`config.mk`:
```
export PLATFORM = sky130hd
export DESIGN_NAME = cfg_bus_arb
export DESIGN_NICKNAME = d
export VERILOG_FILES = /design/src/rtl/cfg_bus_pkg.sv /design/src/rtl/rr_pick3.sv /design/src/rtl/cfg_bus_arb.sv
export SDC_FILE = /design/constraint.sdc
export NUM_CORES = 1
export LEC_CHECK = 0
export ABC_AREA = 1
export CAP_MARGIN = 20
export CORE_UTILIZATION = 43
export CTS_BUF_LIST = sky130_fd_sc_hd__clkbuf_8
export DETAILED_ROUTE_END_ITERATION = 10
export PLACE_DENSITY_LB_ADDON = 0.25
export SETUP_SLACK_MARGIN = 0.2
export SLEW_MARGIN = 30
export SYNTH_ARGS = -nofsm -noshare
export SYNTH_HDL_FRONTEND = slang
export SYNTH_HIERARCHICAL = 1
export SYNTH_SLANG_ARGS = --single-unit
```
`constraint.sdc`:
```
create_clock -name clk -period 2.35 [get_ports clk]
set_clock_uncertainty 0.15 [all_clocks]
set_input_delay 0.3525 -clock clk [delete_from_list [all_inputs] [get_ports clk]]
set_output_delay 0.3525 -clock clk [all_outputs]
set_load 0.005 [all_outputs]
```
`src/rtl/cfg_bus_pkg.sv`:
```
// Shared encodings, requester indices and helpers
// for the camera/HDMI config-bus arbiter.
package cfg_bus_pkg;

   typedef enum logic [1:0] {
      S_IDLE  = 2'd0,
      S_ISSUE = 2'd1,
      S_WAIT  = 2'd2,
      S_RESP  = 2'd3
   } arb_state_t;

   localparam logic [1:0] CAM1 = 2'd0;
   localparam logic [1:0] CAM2 = 2'd1;
   localparam logic [1:0] HDMI = 2'd2;

   // 100 ms at 25.2 MHz
   localparam logic [23:0] TIMEOUT_DEFAULT = 24'd2520000;

   function automatic logic [2:0] onehot3(input logic [1:0] i);
      return 3'b001 << i;
   endfunction

   function automatic logic [1:0] next_idx(input logic [1:0] i);
      return (i == HDMI) ? CAM1 : i + 2'd1;
   endfunction

   function automatic logic [7:0] pick_byte(
      input logic [23:0] v,
      input logic [1:0]  i
   );
      logic [7:0] b;
      unique case (i)
         CAM2:    b = v[15:8];
         HDMI:    b = v[23:16];
         default: b = v[7:0];
      endcase
      return b;
   endfunction

endpackage

```
`src/rtl/rr_pick3.sv`:
```
// Combinational 3-way round-robin picker; the search
// starts at ptr and wraps modulo 3.
module rr_pick3
   import cfg_bus_pkg::*;
(
   input  logic [2:0] req,
   input  logic [1:0] ptr,
   output logic       valid,
   output logic [1:0] idx
);

   always_comb begin
      valid = |req;
      idx   = CAM1;
      unique case (ptr)
         CAM2:
            idx = req[1] ? CAM2 :
                  req[2] ? HDMI : CAM1;
         HDMI:
            idx = req[2] ? HDMI :
                  req[0] ? CAM1 : CAM2;
         default:
            idx = req[0] ? CAM1 :
                  req[1] ? CAM2 : HDMI;
      endcase
   end

endmodule

```
`src/rtl/cfg_bus_arb.sv`:
```
// Arbitrates three init sequencers onto one shared
// register-write master, with a WAIT-state watchdog.
module cfg_bus_arb
   import cfg_bus_pkg::*;
#(
   parameter logic [23:0] TIMEOUT_CYCLES = TIMEOUT_DEFAULT,
   parameter int          NUM_REQ        = 3
) (
   input  logic                   clk,
   input  logic                   reset,
   input  logic [NUM_REQ-1:0]     req,
   input  logic [8*NUM_REQ-1:0]   req_chip_addr,
   input  logic [8*NUM_REQ-1:0]   req_reg_addr,
   input  logic [8*NUM_REQ-1:0]   req_wdata,
   output logic [NUM_REQ-1:0]     gnt,
   output logic [NUM_REQ-1:0]     ack,
   output logic [NUM_REQ-1:0]     err,
   output logic                   m_start,
   output logic [7:0]             m_chip_addr,
   output logic [7:0]             m_reg_addr,
   output logic [7:0]             m_wdata,
   input  logic                   m_done,
   input  logic                   m_nack,
   output logic                   timeout
);

   (* syn_encoding = "safe" *)
   arb_state_t          r_state;
   logic [1:0]          r_ptr;
   logic [1:0]          r_idx;
   logic [23:0]         r_wdog;
   logic [NUM_REQ-1:0]  r_gnt;
   logic [NUM_REQ-1:0]  r_ack;
   logic [NUM_REQ-1:0]  r_err;
   logic                r_start;
   logic [7:0]          r_chip;
   logic [7:0]          r_reg;
   logic [7:0]          r_wd;
   logic                r_timeout;

   logic                w_valid;
   logic [1:0]          w_idx;
   logic                w_expire;

   rr_pick3 u_pick (
      .req   (req),
      .ptr   (r_ptr),
      .valid (w_valid),
      .idx   (w_idx)
   );

   assign w_expire = (r_wdog == TIMEOUT_CYCLES - 24'd1);

   always_ff @(posedge clk) begin
      if (!reset) begin
         r_state   <= S_IDLE;
         r_ptr     <= CAM1;
         r_idx     <= CAM1;
         r_wdog    <= '0;
         r_gnt     <= '0;
         r_ack     <= '0;
         r_err     <= '0;
         r_start   <= 1'b0;
         r_chip    <= 8'h00;
         r_reg     <= 8'h00;
         r_wd      <= 8'h00;
         r_timeout <= 1'b0;
      end else begin
         r_start <= 1'b0;
         r_ack   <= '0;
         unique case (r_state)
            S_IDLE: begin
               if (w_valid) begin
                  r_state <= S_ISSUE;
                  r_idx   <= w_idx;
                  r_gnt   <= onehot3(w_idx);
                  r_start <= 1'b1;
                  r_wdog  <= '0;
                  r_chip  <= pick_byte(req_chip_addr, w_idx);
                  r_reg   <= pick_byte(req_reg_addr, w_idx);
                  r_wd    <= pick_byte(req_wdata, w_idx);
               end
            end
            S_ISSUE: r_state <= S_WAIT;
            S_WAIT: begin
               r_wdog <= r_wdog + 24'd1;
               // completion beats the watchdog on the same cycle
               if (m_done) begin
                  r_state <= S_RESP;
                  r_ack   <= onehot3(r_idx);
                  r_err   <= m_nack ? onehot3(r_idx) : '0;
               end else if (w_expire) begin
                  r_state   <= S_RESP;
                  r_ack     <= onehot3(r_idx);
                  r_err     <= onehot3(r_idx);
                  r_timeout <= 1'b1;
               end
            end
            S_RESP: begin
               r_state <= S_IDLE;
               r_gnt   <= '0;
               r_err   <= '0;
               r_ptr   <= next_idx(r_idx);
            end
            default: r_state <= S_IDLE;
         endcase
      end
   end

   assign gnt         = r_gnt;
   assign ack         = r_ack;
   assign err         = r_err;
   assign m_start     = r_start;
   assign m_chip_addr = r_chip;
   assign m_reg_addr  = r_reg;
   assign m_wdata     = r_wd;
   assign timeout     = r_timeout;

endmodule

```
==> metrics.cfg, run 1 <==
[sta]
finalCritPeriodShare_pct=86.8
fin_crit_ns=2.04
setup_violations=0
hold_slack_ns=0.308
fin_tns_setup_ns=0
fmax_mhz=490
slew_headroom_pct=69.5
worst_pin_slew_ns=0.456
finalHoldViolations=0
final_max_slew_viol_count=0
setup_ws_ns=0.311
rsz0062_at_grt=no

[cts]
clk_latency_ns=0.34
cts_inserted_buffers=9
clk_pin_slew_worst_paths_ns=0.07
htree_levels=3
cts_tree=yes
cts_buffer_depth=2
cts_root_buffer=clkbuf_8
cts_hold_buf=0
cts_sinks=65

[cells_and_area]
final_nets=722
final_area_um2=5160
multi_input_area_um2=1930
area_growth_pct=47.1
mostFrequentLayoutCell=nand2_1
drive_gt1_share_pct=11.7
register_area_um2=1300
diodes=0
final_cell_mix=nand2_1, clkdlybuf4s50_1, dfxtp_1
num-fill-cells=672

[critical_path]
critPathKind=reg2reg
reg2reg_setup_slack_ns=0.31
r2r-end=m_wdata[7]
required_ns=2.43
critPathLaunchType=flip-flop
endpoint_kind=flip-flop
r2r_cells=10
worstReg2RegStart=r_ptr[0]
worstPathArrival_ns=2.12
path_max_fanout=12

[placed_design]
preCtsSetupSlack_ns=0.0466
place_area_um2=4800
port_buffers=113
gp_congestion=0.853
hpwl_mm=7.21

[hold_path]
min_from=timeout
hold_end=timeout
hold_depth=2
hp-class=reg2reg

[logic_synthesis]
yosys_warnings=6
synth-seq-area-share_pct=37.1
synth_nets=601
synth_cell_types=35
netlist.area_leader.share_pct=37.1
synth.avg_cell_area_um2=6.84
synth_area_leaders=dfxtp_1, nand2_1, o21ai_0
synth-seq-cells=65
syn_area_um2=3510
synth_cells=513
yosysTopAreaCell=dfxtp_1

[floorplanning]
start_util_pct=45.0
io_pins=114
row_count=32
die_h_um=92.4
die_area_um2=8530
fp.coreArea_um2=7810
die_w_um=92.4

[pwr]
p_per_area_nw_per_um2=874
power.leakage_nw=2.04
irDropWorstVdd_mv=0.379

[global_route]
antenna_found_initial=0
grt_pass1_vias=3640
overflow=0
grt_max_degree=26
grt_usage_pct=24.4
grt_pass1_wl_mm=16.4

[drt]
routed_wl_mm=10.2
drcViolationCount=0
wl_per_cell_um=13.8
first_pass_iters=5
ant_nets=0
vias_per_cell=5.08
num_vias=3765
drt-initial-drc-count=152

[outcome]
outcome=completed

[job]
maxCapViolCount=0

[final cells by class]
cell class,count,area share (%)
flip-flops and latches,65,25.2
multi-input cells,372,37.4
inverters,58,4.26
clock buffers,12,3.20
repair buffers,128,26.5
well taps,102,2.47
clock inverters,4,0.969
[how the worst max path moves through the flow]
stage	from	end	cells after the start
finish	r_ptr[0]	m_wdata[7]	10
global route	r_ptr[1]	m_chip_addr[7]	10
CTS	r_ptr[0]	m_wdata[3]	11
detailed placement	req[0]	m_wdata[7]	11
global placement	req[0]	m_chip_addr[4]	11
floorplan	r_ptr[0]	m_wdata[0]	12
[report_power, final]
part	internal [W]	leakage (nW)	switching [W]
Sequential	0.00135	0.531	0.000154
Clock	0.000575	0.105	0.000441
Combinational	0.00104	1.41	0.000952
[critical path, cell delays in order, from the launching register on]
cell and delay (ns):
dfxtp_2 0.34, inv_1 0.07, ha_4 0.24, inv_1 0.07, nand2_1 0.06, o21ai_2 0.14, inv_2 0.08, ha_4 0.34
clkbuf_16 0.18, and3_1 0.17, o21ai_1 0.07
[flip-flops by register name (all words and copies together), names as in the netlist]
signal,count
timeout,1
m_start,1
r_wdog,24
r_idx,2
ack,3
r_state,2
m_reg_addr,8
m_chip_addr,8
err,3
m_wdata,8
r_ptr,2
gnt,3
[synth_stat cells (all sizes together)]
master	instances
dfxtp	65
nand4	8
a31oi	1
a21oi	21
o211a	1
inv	58
ha	9
a211oi	2
nor2	57
clkbuf	8
nand2	152
nand3	24
o21ai	62
and3	22
buf	10
o21bai	1
xor2	1
nor3	7
o22ai	2
or2	1
o211ai	1
[metrics by stage]
stage          instances  utilization (%)  total power, W
4_1_cts              738             64.8         0.00442
6_report             741             66.1         0.00452
2_1_floorplan        513                -         0.00244
5_1_grt              741             66.1         0.00482
3_5_place_dp         721             61.5         0.00332
3_3_place_gp         721             61.5         0.00328
[kinds of logic after synthesis]
logic type               Yosys count  share of synthesized area (%)
AND/OR/NAND/NOR                  271                           36.6
AO/OA/AOI/OAI                     91                           13.7
buffers and inverters             76                           9.16
flip-flops                        65                           37.1
adder cells (fa/ha/maj)            9                           3.21
XOR/XNOR                           1                          0.250
[metal layers]
metal	wire, um	global-route usage [%]	share of wire, %
met5	0	0	0
met3	772	7.55	7.6
met1	4160	28.3	41
met4	263	11.6	2.6
met2	5010	40.7	49
[repair_timing]
action,in CTS,in global routing
gates resized for setup,5,11
pin swaps,0,2
setup endpoints to repair,14,24
setup buffers,0,0
cloned,1,3
Power figures use the tool's default switching activity.
==> inputs of run 2 (changes only) <==
- ABC_CLOCK_PERIOD_IN_PS: not set -> 2350
- GPL_TIMING_DRIVEN: not set -> 1
==> results of run 2 <==
Same layout as run 1: the final DEF is identical, and so are final timing and power.
